===== src/rtl/wb_uart_single.sv =====
// rtl/wb_uart_single.sv - Wishbone 128-bit single-word UART responder
// TX/RX 8N1 shifters with small FIFOs behind one aliased register word.
module wb_uart_single #(
    parameter int MSK        = 24,
    parameter int AW         = 32,
    parameter int DW         = 128,
    parameter int CLK_DIV    = 434,
    parameter int FIFO_DEPTH = 4
) (
    input  logic            clk,
    input  logic            rst,
    output logic            tx,
    input  logic            rx,
    input  logic [AW-1:0]   i_wb_adr,
    input  logic [DW/8-1:0] i_wb_sel,
    input  logic            i_wb_we,
    input  logic [DW-1:0]   i_wb_dat,
    output logic [DW-1:0]   o_wb_dat,
    input  logic            i_wb_cyc,
    input  logic            i_wb_stb,
    output logic            o_wb_ack,
    output logic            o_wb_err
);
    localparam int BW = $clog2(CLK_DIV);
    localparam int PW = $clog2(FIFO_DEPTH);
    localparam logic [BW-1:0] BIT_LAST  = BW'(CLK_DIV - 1);
    localparam logic [BW-1:0] HALF_LAST = BW'(CLK_DIV / 2 - 1);
    localparam logic [PW:0]   FULL_CNT  = (PW+1)'(FIFO_DEPTH);

    typedef enum logic [1:0] {IDLE, START, DATA, STOP} uart_state_t;

    logic [7:0]    tx_mem [FIFO_DEPTH];
    logic [7:0]    rx_mem [FIFO_DEPTH];
    logic [PW-1:0] tx_wp, tx_rp, rx_wp, rx_rp;
    logic [PW:0]   tx_cnt, rx_cnt;
    uart_state_t   tx_state, rx_state;
    logic [BW-1:0] tx_baud, rx_baud;
    logic [2:0]    tx_bit, rx_bit;
    logic [7:0]    tx_shift, rx_shift;
    logic [1:0]    rx_sync;
    logic          rx_prev, rx_overrun, frame_err;

    logic req, wr_req, rd_req, tx_full, tx_empty, rx_valid, rx_line;
    logic tx_push, tx_pop, rx_push, rx_pop, rx_done, clr_ovr, clr_fe;
    logic [DW-1:0] rd_word;
    logic unused_bits;

    // Address is fully aliased; only the data/select lanes below carry meaning.
    assign unused_bits = ^{i_wb_adr, i_wb_sel, i_wb_dat, AW'(MSK)};

    assign rx_line  = rx_sync[1];
    assign req      = i_wb_cyc & i_wb_stb & ~o_wb_ack & ~o_wb_err;
    assign wr_req   = req & i_wb_we;
    assign rd_req   = req & ~i_wb_we;
    assign tx_full  = tx_cnt == FULL_CNT;
    assign tx_empty = tx_cnt == '0;
    assign rx_valid = rx_cnt != '0;
    assign tx_push  = wr_req & i_wb_sel[0] & ~tx_full;
    assign tx_pop   = ~tx_empty & ((tx_state == IDLE) | ((tx_state == STOP) & (tx_baud == BIT_LAST)));
    assign rx_pop   = rd_req & i_wb_sel[0] & rx_valid;
    assign rx_done  = (rx_state == STOP) & (rx_baud == BIT_LAST);
    // A pop in the same cycle frees the slot for the arriving byte.
    assign rx_push  = rx_done & rx_line & ((rx_cnt != FULL_CNT) | rx_pop);
    assign clr_ovr  = wr_req & i_wb_sel[4] & i_wb_dat[35];
    assign clr_fe   = wr_req & i_wb_sel[4] & i_wb_dat[37];

    always_comb begin
        rd_word     = '0;
        rd_word[7:0] = rx_valid ? rx_mem[rx_rp] : 8'h00;
        rd_word[32] = tx_full;
        rd_word[33] = tx_empty;
        rd_word[34] = rx_valid;
        rd_word[35] = rx_overrun;
        rd_word[36] = tx_state != IDLE;
        rd_word[37] = frame_err;
    end

    always_ff @(posedge clk or posedge rst) begin
        if (rst) begin
            o_wb_ack   <= 1'b0;
            o_wb_err   <= 1'b0;
            o_wb_dat   <= '0;
            rx_overrun <= 1'b0;
            frame_err  <= 1'b0;
        end else begin
            o_wb_ack   <= req & ~(i_wb_we & i_wb_sel[0] & tx_full);
            o_wb_err   <= wr_req & i_wb_sel[0] & tx_full;
            if (rd_req)
                o_wb_dat <= rd_word;
            rx_overrun <= (rx_done & rx_line & ~rx_push) | (rx_overrun & ~clr_ovr);
            frame_err  <= (rx_done & ~rx_line) | (frame_err & ~clr_fe);
        end
    end

    always_ff @(posedge clk) begin
        if (tx_push)
            tx_mem[tx_wp] <= i_wb_dat[7:0];
        if (rx_push)
            rx_mem[rx_wp] <= rx_shift;
    end

    always_ff @(posedge clk or posedge rst) begin
        if (rst) begin
            tx_wp  <= '0;
            tx_rp  <= '0;
            tx_cnt <= '0;
            rx_wp  <= '0;
            rx_rp  <= '0;
            rx_cnt <= '0;
        end else begin
            if (tx_push) tx_wp <= tx_wp + 1'b1;
            if (tx_pop)  tx_rp <= tx_rp + 1'b1;
            if (rx_push) rx_wp <= rx_wp + 1'b1;
            if (rx_pop)  rx_rp <= rx_rp + 1'b1;
            tx_cnt <= tx_cnt + (PW+1)'(tx_push) - (PW+1)'(tx_pop);
            rx_cnt <= rx_cnt + (PW+1)'(rx_push) - (PW+1)'(rx_pop);
        end
    end

    always_ff @(posedge clk or posedge rst) begin
        if (rst) begin
            tx_state <= IDLE;
            tx       <= 1'b1;
            tx_baud  <= '0;
            tx_bit   <= '0;
            tx_shift <= '0;
        end else begin
            case (tx_state)
                IDLE: begin
                    if (tx_pop) begin
                        tx_shift <= tx_mem[tx_rp];
                        tx       <= 1'b0;
                        tx_baud  <= '0;
                        tx_state <= START;
                    end
                end
                START: begin
                    if (tx_baud == BIT_LAST) begin
                        tx_baud  <= '0;
                        tx_bit   <= '0;
                        tx       <= tx_shift[0];
                        tx_shift <= {1'b0, tx_shift[7:1]};
                        tx_state <= DATA;
                    end else begin
                        tx_baud <= tx_baud + 1'b1;
                    end
                end
                DATA: begin
                    if (tx_baud == BIT_LAST) begin
                        tx_baud <= '0;
                        if (tx_bit == 3'd7) begin
                            tx       <= 1'b1;
                            tx_state <= STOP;
                        end else begin
                            tx_bit   <= tx_bit + 1'b1;
                            tx       <= tx_shift[0];
                            tx_shift <= {1'b0, tx_shift[7:1]};
                        end
                    end else begin
                        tx_baud <= tx_baud + 1'b1;
                    end
                end
                default: begin
                    // Back-to-back frames: go straight to the next start bit.
                    if (tx_baud == BIT_LAST) begin
                        tx_baud <= '0;
                        if (tx_pop) begin
                            tx_shift <= tx_mem[tx_rp];
                            tx       <= 1'b0;
                            tx_state <= START;
                        end else begin
                            tx_state <= IDLE;
                        end
                    end else begin
                        tx_baud <= tx_baud + 1'b1;
                    end
                end
            endcase
        end
    end

    always_ff @(posedge clk or posedge rst) begin
        if (rst) begin
            rx_sync  <= 2'b11;
            rx_prev  <= 1'b1;
            rx_state <= IDLE;
            rx_baud  <= '0;
            rx_bit   <= '0;
            rx_shift <= '0;
        end else begin
            rx_sync <= {rx_sync[0], rx};
            rx_prev <= rx_line;
            case (rx_state)
                IDLE: begin
                    // Edge-triggered, so a line stuck low after a framing error is ignored.
                    if (rx_prev & ~rx_line) begin
                        rx_baud  <= '0;
                        rx_state <= START;
                    end
                end
                START: begin
                    if (rx_baud == HALF_LAST) begin
                        rx_baud  <= '0;
                        rx_bit   <= '0;
                        rx_state <= rx_line ? IDLE : DATA;
                    end else begin
                        rx_baud <= rx_baud + 1'b1;
                    end
                end
                DATA: begin
                    if (rx_baud == BIT_LAST) begin
                        rx_baud  <= '0;
                        rx_shift <= {rx_line, rx_shift[7:1]};
                        if (rx_bit == 3'd7)
                            rx_state <= STOP;
                        else
                            rx_bit <= rx_bit + 1'b1;
                    end else begin
                        rx_baud <= rx_baud + 1'b1;
                    end
                end
                default: begin
                    if (rx_baud == BIT_LAST) begin
                        rx_baud  <= '0;
                        rx_state <= IDLE;
                    end else begin
                        rx_baud <= rx_baud + 1'b1;
                    end
                end
            endcase
        end
    end
endmodule


===== config.mk =====
export PLATFORM = sky130hd
export DESIGN_NAME = wb_uart_single
export DESIGN_NICKNAME = d
export VERILOG_FILES = /design/src/rtl/wb_uart_single.sv
export SDC_FILE = /design/constraint.sdc
export NUM_CORES = 1
export LEC_CHECK = 0
export BUFFER_PORTS_ARGS = -buffer_cell sky130_fd_sc_hd__buf_2
export CAP_MARGIN = 20
export CELL_PAD_IN_SITES_DETAIL_PLACEMENT = 1
export CELL_PAD_IN_SITES_GLOBAL_PLACEMENT = 2
export CORE_ASPECT_RATIO = 0.75
export CORE_MARGIN = 4
export CORE_UTILIZATION = 30
export CTS_CLUSTER_DIAMETER = 200
export DETAILED_ROUTE_END_ITERATION = 10
export PLACE_DENSITY_LB_ADDON = 0.1
export SYNTH_ARGS = -nofsm -noshare
export SYNTH_HDL_FRONTEND = slang
export SYNTH_SLANG_ARGS = --single-unit

===== constraint.sdc =====
create_clock -name clk -period 3.6 [get_ports clk]
set_input_delay 0 -clock clk [delete_from_list [all_inputs] [get_ports clk]]
set_output_delay 0 -clock clk [all_outputs]
set_load 0.02 [all_outputs]

==> metrics.yaml, run 1 <==
cts:
  tritoncts: "built"
  cts_setup_buffers: 0
  clock-root-buffer: "clkbuf_16"
  cts_hold_buf: 17
  clock_path_buffers: 2
  clock_latency_ns: 0.42
  clock-sinks: 144
  cts_max_level: 4
  clk_pin_slew_ns: 0.07
  cts_made_buffers: 17
  ctsResizeCount: 0
power:
  cellPowerDensity_mw_per_mm2: 568
  vdd_drop_max_v: 0.000302
  p_total_mw: 4.65
  p_leak_nw: 3.60
floorplan:
  initial_utilization: 0.305
  die_w_um: 188
  num_rows: 49
  io_pins: 313
  coreArea_mm2: 0.0240
  die_area_mm2: 0.0270
  die_h_um: 143
setup_path:
  worstPathCellList: "inv_1, ha_1, nand4b_1, nor3_2, nand2_1, nor3_2, inv_1, ha_1, inv_1, ha_1, inv_1, fa_1, xnor2_1, xnor2_1"
  slowest_stage: "dfrtp_1"
  crit_path_end_kind: "register"
  startpoint_type: "register"
  critPathArrivalTime_ns: 3.48
  worstPathMaxFanout: 5
  cp_data_required_time_ns: 3.94
  worst_path_largest_cell_delay_ns: 0.42
  path_class: "register to register"
  critPathMostFrequentCell: "inv_1"
sta:
  tns_ns: 0
  finalSetupViolations: 0
  skew_ns: 0.00943
  hold_ws_ns: 0.00797
  worst_pin_slew_ns: 0.868
  max_freq_mhz: 318
  slew_violations: 0
  hold_viol: 0
  finalCriticalPeriod_ns: 3.15
  rsz0062_at_grt: "false"
  timing.slew.headroom: 0.418
  post-route-period-util: 0.874
cells_and_area:
  finalCoreUtilization: 0.342
  nNetsFinal: 870
  antenna_cells: 0
  nFillCells: 2607
  drive_above_1_share: 0.174
  layout_common_cells: "conb_1 (114), dfrtp_1 (76), edfxtp_1 (64)"
  syn2layout_area_growth_pct: 12.0
  final_common_cell: "conb_1"
global_routing:
  grt_max_degree: 51
  gr-total-overflow: 0
  grt_pass1_wl_um: 24600
  gr-usage-all-layers: 0.116
  grt_pass1_vias: 4541
  grt_antenna_before_repair: 0
synthesis:
  ys_ff_latch: 144
  yosys_warnings: 0
  synth_edf_count: 64
  seq_area_frac_synth: 0.537
  async_flop_share: 0.556
  synth_ff_type: "dfrtp_1"
  synthCells: 601
  synth.avg_cell_area_um2: 12.2
  synth.cell_area_mm2: 0.00731
  synthDistinctLibCells: 57
drt:
  viasPerCell: 4.33
  vias: 4343
  drc: 0
  wl_per_cell_um: 15.2
  wirelength_um: 15300
  drt-initial-drc-count: 247
  dr.pass1.iters: 4
  ant_nets: 0
placement:
  globalplace.congestion: 0.759
  port_buffers: 34
  hpwl_um: 10600
flow_run:
  drv_cap: 0
status:
  outcome: "finished, final reports clean"
min_path:
  hold_class: "primary input to async pin"
metal layers:
layer	global-route usage	wire length [um]
met5	0	0
met4	0.0371	185
met3	0.0281	653
met2	0.186	7130
met1	0.155	7290
flip-flops by register name, summed over array words and instances (netlist names), 2 cells and up:
name / flops
o_wb_dat: 14
rx_mem: 32
rx_wp: 2
rx_baud: 9
rx_cnt: 3
tx_wp: 2
tx_bit: 3
tx_baud: 9
rx_sync: 2
rx_rp: 2
tx_state: 2
tx_mem: 32
rx_shift: 8
rx_bit: 3
tx_cnt: 3
rx_state: 2
tx_rp: 2
tx_shift: 8
cell type report:
class	instances	area, um2	share of cell area
repair buffers	59	418	0.0510
multi-input cells	408	2750	0.335
flip-flops and latches	144	3930	0.480
well taps	331	414	0.0506
inverters	30	114	0.0139
clock buffers	17	425	0.0519
clock inverters	14	144	0.0176
cells in the mapped netlist, types with 10 or more instances:
| cell | instances | share of area |
|---|---|---|
| edfxtp_1 | 64 | 0.26 |
| inv_1 | 30 | 0.015 |
| mux2_2 | 13 | 0.020 |
| buf_4 | 114 | 0.12 |
| ha_1 | 26 | 0.044 |
| dfrtp_1 | 76 | 0.26 |
| a22o_1 | 15 | 0.018 |
| nand2_1 | 48 | 0.025 |
| o21ai_0 | 25 | 0.017 |
| and2_1 | 10 | 0.0086 |
| mux4_2 | 16 | 0.049 |
| a21oi_1 | 10 | 0.0068 |
| nor2_1 | 18 | 0.0092 |
| nand3_1 | 12 | 0.0082 |
worst paths after layout:
kind	startpoint	end	slack [ns]	cells past startpoint
max in group asynchronous	rst	tx$_DFFE_PP1P_	2.58	5
max reg2reg	rx_baud[1]$_DFFE_PP0P_	rx_cnt[2]$_DFF_PP0_	0.45	14
min	rst	rx_baud[1]$_DFFE_PP0P_	0.008	3
max	rx_baud[1]$_DFFE_PP0P_	rx_cnt[2]$_DFF_PP0_	0.45	14
min in group clk	i_wb_cyc	o_wb_err$_DFF_PP0_	0.03	3
min reg2reg	rx_sync[0]$_DFF_PP1_	rx_sync[1]$_DFF_PP1_	0.36	0
where the power goes:
group | switching, mW | internal [mW] | leakage, nW | total (mW)
Combinational | 0.459 | 0.338 | 1.71 | 0.797
Sequential | 0.234 | 1.89 | 1.62 | 2.13
Clock | 0.756 | 0.973 | 0.273 | 1.73
Total | 1.45 | 3.20 | 3.60 | 4.65
worst max-delay path, delay by kind of cell (launching register included):
family / cells / cell delay, ns
buffers and inverters: 4 / 0.30
DFF: 1 / 0.42
xor gates and xnor gates: 2 / 0.32
and+or+nand+nor: 4 / 1.03
adders and majority gates: 4 / 1.00
stage by stage:
step	instances	worst slack, ns	instance area [um2]
finish	1003	0.452	8190
global route	1003	0.191	8190
CTS	1000	0.434	8150
detailed placement	952	0.479	7410
global placement	952	0.487	7410
floorplan	714	0.767	7730
cells by family after synthesis:
group | count (synthesis) | share of synthesized area
buffers and inverters | 162 | 0.145
flip-flops | 144 | 0.537
AND/OR/NAND/NOR | 136 | 0.0975
AO/OA/AOI/OAI | 87 | 0.0830
multiplexers | 33 | 0.0748
adder cells (fa/ha/maj) | 28 | 0.0500
XOR/XNOR | 10 | 0.0120
other | 1 | 0.000513
Power figures use the tool's default switching activity.
==> run 2: changes to the inputs <==
Settings changed: CORE_MARGIN 4 to 10, REMOVE_ABC_BUFFERS from default to 1, SKIP_LAST_GASP from default to 1.
==> metrics.yaml, run 2 (same netlist as run 1, synthesis figures left out) <==
status:
  outcome: "finished, final reports clean"
placement:
  hpwl_um: 11900
  port_buffers: 34
  globalplace.congestion: 0.761
  dp_cells: 953
sta:
  tns_ns: 0
  worst_pin_slew_ns: 0.875
  post-route-period-util: 0.826
  hold_viol: 0
  max_freq_mhz: 336
  skew_ns: 0.0121
  timing.slew.headroom: 0.413
  finalCriticalPeriod_ns: 2.97
  finalSetupViolations: 0
  slew_violations: 0
  rsz0062_at_grt: "false"
cells_and_area:
  layout_common_cells: "conb_1 (114), dfrtp_1 (76), edfxtp_1 (64)"
  largestRegisters: "rx_mem (32), tx_mem (32), o_wb_dat (14)"
  nFillCells: 2621
  instances_no_fill: 1005
  final_common_cell: "conb_1"
  drive_above_1_share: 0.175
  syn2layout_area_growth_pct: 12.6
  antenna_cells: 0
  nNetsFinal: 871
setup_path:
  slowest_stage: "dfrtp_1"
  crit_path_end_kind: "register"
  worstPathCellList: "inv_1, ha_1, nand4b_1, nor3_2, nand2_1, nor3_2, inv_1, ha_1, inv_1, ha_1, inv_1, fa_1, xnor2_1, xnor2_1"
  startpoint_type: "register"
  path_class: "register to register"
  worstPathMaxFanout: 5
  cp_data_required_time_ns: 3.94
  reg2reg_to: "rx_cnt[2]$_DFF_PP0_"
  r2r_slack_ns: 0.63
  critPathMostFrequentCell: "inv_1"
  rr_worst_depth: 14
  worst_path_largest_cell_delay_ns: 0.41
  r2r-start: "rx_baud[1]$_DFFE_PP0P_"
  critPathArrivalTime_ns: 3.32
global_routing:
  gr-total-overflow: 0
  gr-usage-all-layers: 0.109
  grt_pass1_vias: 4672
  grt_max_degree: 61
  grt_antenna_before_repair: 0
  grt_pass1_wl_um: 27000
min_path:
  hold_class: "primary input to async pin"
floorplan:
  initial_utilization: 0.305
  coreArea_mm2: 0.0240
  num_rows: 49
  die_h_um: 155
  die_w_um: 200
  die_area_mm2: 0.0311
  io_pins: 313
drt:
  dr.pass1.iters: 4
  wirelength_um: 16700
  ant_nets: 0
  drt-initial-drc-count: 174
  wl_per_cell_um: 16.7
  drc: 0
  vias: 4285
  viasPerCell: 4.26
power:
  power_frac_clock: 0.392
  internal_power_mw: 3.29
  p_sw_frac: 0.314
  power_switching_mw: 1.51
  cellPowerDensity_mw_per_mm2: 583
  seq_power_share: 0.441
  p_leak_nw: 3.63
  comb_power_share: 0.167
  vdd_drop_max_v: 0.000356
cts:
  cts_made_buffers: 17
  cts_setup_buffers: 0
  clk_pin_slew_ns: 0.07
  clock_latency_ns: 0.42
  ctsResizeCount: 0
  clock-sinks: 144
  clock_path_buffers: 2
  cts_hold_buf: 18
  clock-root-buffer: "clkbuf_16"
  tritoncts: "built"
  cts_max_level: 4
flow_run:
  drv_cap: 0
## run 2: cell count changes in the layout (fill, tap and decap cells not counted), sizes merged
| cell | change |
|---|---|
| bufinv | +1 |
| dlygate4sd3 | +1 |
| clkinvlp | -1 |
| clkinv | +1 |
## run 2: layout make-up
type	count	area, um2	share of cell area
Sequential cell	144	3930	0.477
Multi-Input combinational cell	408	2750	0.334
Clock buffer	17	425	0.0517
Tap cell	331	414	0.0503
Timing Repair Buffer	60	410	0.0498
Clock inverter	15	194	0.0236
Inverter	30	114	0.0138
## run 2: critical path: cells and delay by family (launching register included)
kind,cells,cell delay [ns]
fa+ha+maj,4,0.99
xor+xnor,2,0.32
flops,1,0.41
buf+inv,4,0.29
simple gates,4,0.88
## run 2: per-layer routing
metal,up-vias,GRT usage,routed length [um]
li1,2031,-,-
met1,2170,0.137,7850
met2,75,0.178,8060
met3,9,0.0332,710
met4,0,0.0320,125
met5,-,0,0
## run 2: how the worst max path moves through the flow
stage | cells past startpoint | startpoint | endpoint | slack, ns
after floorplan | 11 | o_wb_err$_DFF_PP0_ | rx_cnt[2]$_DFF_PP0_ | 0.59
after global placement | 14 | rx_baud[1]$_DFFE_PP0P_ | rx_cnt[2]$_DFF_PP0_ | 0.66
after detailed placement | 11 | o_wb_err$_DFF_PP0_ | rx_cnt[2]$_DFF_PP0_ | 0.65
after CTS | 14 | rx_baud[1]$_DFFE_PP0P_ | rx_cnt[2]$_DFF_PP0_ | 0.60
after global routing | 14 | rx_baud[1]$_DFFE_PP0P_ | rx_cnt[2]$_DFF_PP0_ | 0.39
final | 14 | rx_baud[1]$_DFFE_PP0P_ | rx_cnt[2]$_DFF_PP0_ | 0.63
## run 2: metrics by stage
stage	total power, mW	setup slack, ns	utilization	instance area (um2)	hold slack [ns]
finish	4.80	0.627	0.343	8230	0.102
floorplan	2.69	0.593	-	6790	0.00448
global route	5.08	0.385	0.343	8230	0.124
CTS	4.87	0.601	0.343	8220	0.107
global placement	2.92	0.656	0.310	7420	-0.00315
detailed placement	2.96	0.649	0.310	7420	0.0181
## run 2: power groups by stage
stage          sequential, mW  combinational (mW)  clock [mW]
2_1_floorplan            2.17               0.519           0
3_3_place_gp             2.15               0.773           0
3_5_place_dp             2.16               0.796           0
4_1_cts                  2.13               0.813        1.93
5_1_grt                  2.16               0.905        2.02
6_report                 2.12               0.801        1.88
